===== config.mk =====
export PLATFORM = sky130hd
export DESIGN_NAME = rob_commit_ctrl
export DESIGN_NICKNAME = d
export VERILOG_FILES = /design/src/rtl/rob_commit_ctrl.sv
export SDC_FILE = /design/constraint.sdc
export NUM_CORES = 1
export LEC_CHECK = 0
export CAP_MARGIN = 25
export CELL_PAD_IN_SITES_DETAIL_PLACEMENT = 1
export CELL_PAD_IN_SITES_GLOBAL_PLACEMENT = 2
export CORE_ASPECT_RATIO = 0.9
export CORE_MARGIN = 2
export CORE_UTILIZATION = 24
export CTS_CLUSTER_DIAMETER = 80
export DETAILED_ROUTE_END_ITERATION = 8
export PLACE_DENSITY = 0.84
export SYNTH_ARGS = -nofsm -noshare
export SYNTH_HDL_FRONTEND = slang
export SYNTH_SLANG_ARGS = --single-unit

===== constraint.sdc =====
create_clock -name clk -period 3.78 [get_ports clk]
set_clock_uncertainty 0.1 [all_clocks]
set_input_delay 0.756 -clock clk [delete_from_list [all_inputs] [get_ports clk]]
set_output_delay 0.756 -clock clk [all_outputs]
set_load 0.1 [all_outputs]

===== src/rtl/rob_commit_ctrl.sv =====
// Retire-side ROB head consumer: in-order dequeue, RRF/free-list update,
// store serialisation with the LSQ, mispredict flush and RVFI order.
module rob_commit_ctrl #(
    parameter int PREG_W  = 6,
    parameter int ORDER_W = 64
) (
    input  logic               clk,
    input  logic               rst,
    input  logic               head_valid,
    input  logic               head_commit,
    input  logic               head_flush,
    input  logic               head_is_store,
    input  logic [4:0]         head_rd,
    input  logic [PREG_W-1:0]  head_pd,
    input  logic [PREG_W-1:0]  head_old_pd,
    input  logic [31:0]        head_pc_next,
    output logic               rob_dequeue,
    output logic               rrf_we,
    output logic [4:0]         rrf_rd,
    output logic [PREG_W-1:0]  rrf_pd,
    output logic               fl_push,
    output logic [PREG_W-1:0]  fl_pd,
    output logic               store_release,
    input  logic               store_done,
    output logic               flush,
    output logic [31:0]        flush_pc,
    output logic               rvfi_valid,
    output logic [ORDER_W-1:0] rvfi_order
);

    typedef enum logic [1:0] {
        RUN     = 2'd0,
        ST_WAIT = 2'd1,
        FL_WAIT = 2'd2
    } state_t;

    state_t             state_q, state_d;
    logic [ORDER_W-1:0] order_q;
    logic               boot_q;
    logic               retire;

    // Next state and all outputs, derived from state plus the head entry
    always_comb begin
        state_d       = state_q;
        retire        = 1'b0;
        rob_dequeue   = 1'b0;
        rrf_we        = 1'b0;
        rrf_rd        = '0;
        rrf_pd        = '0;
        fl_push       = 1'b0;
        fl_pd         = '0;
        store_release = 1'b0;
        flush         = 1'b0;
        flush_pc      = '0;
        rvfi_valid    = 1'b0;
        rvfi_order    = '0;
        if (!rst && !boot_q) begin
            unique case (state_q)
                RUN: begin
                    if (head_valid && head_commit) begin
                        if (head_is_store) begin
                            store_release = 1'b1;
                            state_d       = ST_WAIT;
                        end else begin
                            retire = 1'b1;
                            if (head_flush) begin
                                flush    = 1'b1;
                                flush_pc = head_pc_next;
                                state_d  = FL_WAIT;
                            end
                        end
                    end
                end
                ST_WAIT: begin
                    if (store_done) begin
                        retire  = 1'b1;
                        state_d = RUN;
                    end
                end
                FL_WAIT: state_d = RUN;
                default: state_d = RUN;
            endcase
        end
        if (retire) begin
            rob_dequeue = 1'b1;
            rvfi_valid  = 1'b1;
            rvfi_order  = order_q;
            if (head_rd != 5'd0) begin
                rrf_we  = 1'b1;
                rrf_rd  = head_rd;
                rrf_pd  = head_pd;
                fl_push = 1'b1;
                fl_pd   = head_old_pd;
            end
        end
    end

    // State, retire counter and the post-reset quiet cycle
    always_ff @(posedge clk) begin
        if (rst) begin
            state_q <= RUN;
            order_q <= '0;
            boot_q  <= 1'b1;
        end else begin
            state_q <= state_d;
            boot_q  <= 1'b0;
            if (retire) order_q <= order_q + ORDER_W'(1);
        end
    end

endmodule


==> run_results.csv <==
group,metric,value,unit
run_status,status,"complete, no violations",
clock_network,insertion_delay,0.33,ns
floorplan,coreArea,0.01619,sq mm
yosys,synth_xor_area_frac,0.05500,
yosys,synthCells,522,
timing,final_hold_viol_count,0,
yosys,synth_fa_ha_area_frac,0.003143,
yosys,synth_top_family_by_area,"simple AND/OR/NAND/NOR gates",
global_route,grt_pass1_wl,25.05,mm
place,dp.cells,883,
critical_path,cp.arrival,2.74,ns
yosys,avgSynthCellArea,7.627,sq um
yosys,muxShareOfSynthArea,0.005657,
layout,fin_cells,900,
global_route,grt_usage,0.1758,
global_route,grt_max_degree,70,
layout,final_common_cell,"buf_12",
place,place.gp.congestion,0.8343,
routing,via_per_inst,4.946,
timing,maxSlewViolCount,0,
timing,worstMarginPinSlew,0.9462,ns
critical_path,cp-start-kind,"primary input",
clock_network,cts.sinks,67,
floorplan,die_x,139.8,microns
timing,fin_ws,0.1818,ns
layout,fillers,1796,
clock_network,cts_setup_buffers,0,
timing,period_share,0.9519,
floorplan,fp.dieH,126.2,microns
power,power,1.703,mW
clock_network,cts_resized,0,
min_path,hp-class,"flip-flop to flip-flop",
global_route,grt_antenna_before_repair,1,
layout,area_delta_synth_final,87.24,%
timing,setup_tns,0,ns
timing,max-slew-margin-rel,0.3639,
critical_path,end_kind,"output port",
clock_network,cts_buffer_depth,2,
routing,first_iter_violations,212,
clock_network,numCtsBuffers,9,
layout,mostFrequentLayoutCells,"buf_12, and2_1, dfxtp_1",
floorplan,io_pins,175,
yosys,ys_warn_count,0,
layout,design_area,0.007455,sq mm
yosys,syn_nets,579,
place,hpwl,11.97,mm
routing,ant_nets,0,
layout,final_nets,744,
yosys,ys_ff_latch,67,
clock_network,cts_hold_buf,0,
floorplan,die-area,0.01764,sq mm
place,numPortBuffers,174,
clock_network,cts.clk_slew.worst_paths,0.06,ns
critical_path,critPathMaxFanout,26,
timing,max_freq,277.9,MHz
routing,firstDrtPassIters,4,
critical_path,critPathKind,"primary input to output port",
power,ir_drop,0.2604,mV
timing,hold_slack,0.4041,ns
place,dpl-instance-area,0.007151,sq mm
routing,drc,0,
critical_path,required,2.92,ns
timing,setup_viol,0,
clock_network,cts_tree,"yes",
layout,fin_util,0.4606,
place,dp_slack,0.09772,ns
yosys,netlist_area,0.003981,sq mm
yosys,ys_types,39,
yosys,yosysSeqAreaShare,0.3369,
global_route,first_global_vias,4644,
timing,min_period,3.598,ns
yosys,synth-compound-area-share,0.1144,
clock_network,htree_levels,3,
routing,post_drt_wl_per_cell,17.21,microns
routing,routed_wl,15.49,mm
routing,vias,4451,
global_route,overflow,0,
clock_network,clockRootBuffer,"clkbuf_16",
floorplan,start_util,0.2460,
power,power_density,228.4,mW/mm^2
floorplan,rows,44,
power,p_leak,2.607,nW
yosys,synthSimpleGateAreaFrac,0.4425,
flow_run,drv_cap,0,
layout,drive_gt1_frac,0.2384,
-- area by class of cell --
| cell class | count | area (sq um) | share of cell area |
|---|---|---|---|
| antenna | 1 | 2.502 | 0.0003357 |
| clock buffer | 11 | 242.7 | 0.03256 |
| clock inverter | 5 | 52.55 | 0.007049 |
| inverter | 9 | 33.78 | 0.004532 |
| multi-input combinational | 415 | 2487 | 0.3337 |
| sequential | 67 | 1341 | 0.1799 |
| tap | 207 | 259.0 | 0.03474 |
| timing repair buffer | 185 | 3035 | 0.4072 |
-- power breakdown --
part / internal, mW / switching, mW / leakage (nW)
combinational: 0.0788 / 0.0770 / 1.92
sequential: 0.708 / 0.00171 / 0.540
clock: 0.525 / 0.312 / 0.145
total: 1.31 / 0.391 / 2.61
-- cell usage after synthesis --
| library cell | count | share of area |
|---|---|---|
| o21ai_1 | 1 | 0.0013 |
| nor3_2 | 1 | 0.0025 |
| nand3_1 | 17 | 0.021 |
| dfxtp_1 | 67 | 0.34 |
| or4_4 | 2 | 0.0057 |
| o31ai_1 | 16 | 0.030 |
| o21ai_0 | 21 | 0.026 |
| inv_1 | 9 | 0.0085 |
| buf_4 | 2 | 0.0038 |
| buf_2 | 3 | 0.0038 |
| or3_1 | 20 | 0.031 |
| buf_6 | 1 | 0.0028 |
| nor4bb_1 | 1 | 0.0025 |
| xor2_1 | 14 | 0.031 |
| nor2b_1 | 2 | 0.0031 |
| a21oi_1 | 40 | 0.050 |
| and2_1 | 110 | 0.17 |
| nand3b_1 | 1 | 0.0019 |
| o2111ai_1 | 1 | 0.0022 |
| clkbuf_1 | 24 | 0.023 |
| nor4_2 | 1 | 0.0031 |
| and3_1 | 6 | 0.0094 |
| nand4_2 | 1 | 0.0031 |
| a31o_2 | 1 | 0.0022 |
| and3b_1 | 1 | 0.0022 |
| ha_1 | 1 | 0.0031 |
| xnor2_1 | 11 | 0.024 |
| or4_1 | 16 | 0.030 |
| nor2_1 | 43 | 0.041 |
| nor3_1 | 10 | 0.013 |
| mux2_2 | 2 | 0.0057 |
| or3b_2 | 1 | 0.0022 |
| nor4_1 | 8 | 0.013 |
| o211ai_1 | 1 | 0.0019 |
| buf_1 | 1 | 0.00094 |
| nand2_1 | 33 | 0.031 |
| nand4_1 | 26 | 0.041 |
| nor4b_1 | 1 | 0.0022 |
| and4_1 | 5 | 0.011 |
-- registers in the layout, indices dropped and copies added (netlist names) --
| signal | flops |
|---|---|
| state_q | 2 |
| order_q | 64 |
| boot_q | 1 |
-- critical path: stages --
cell	delay (ns)
clkdlybuf4s50_1	0.50
nor4bb_2	0.32
buf_4	0.17
o21ai_1	0.15
inv_2	0.14
buf_4	0.26
and2_1	0.23
buf_12	0.19
-- worst paths after layout --
| check | start | end | slack (ns) | cells after the start |
|---|---|---|---|---|
| worst max-delay path | head_commit | rrf_rd[4] | 0.18 | 8 |
| worst min register to register | boot_q$_DFF_P_ | state_q[1]$_SDFFE_PP0P_ | 0.40 | 2 |
| worst max register to register | order_q[4]$_SDFFE_PP0P_ | order_q[53]$_SDFFE_PP0P_ | 0.97 | 5 |
| worst min-delay path | boot_q$_DFF_P_ | state_q[1]$_SDFFE_PP0P_ | 0.40 | 2 |
-- cell families after synthesis --
| logic type | count (synthesis) |
|---|---|
| compound gates | 81 |
| fa+ha+maj | 1 |
| simple gates | 306 |
| buf+inv | 40 |
| xor+xnor | 25 |
| flops | 67 |
| mux | 2 |
-- layer usage --
metal / global-route usage / vias up / share of wire
met2: 0.3174 / 139 / 0.51
met5: 0 / - / 0
met3: 0.02319 / 8 / 0.045
met4: 0.05882 / 0 / 0.012
met1: 0.2155 / 2138 / 0.43
li1: - / 2166 / -
Note: power is estimated with default switching activity, not from simulation.
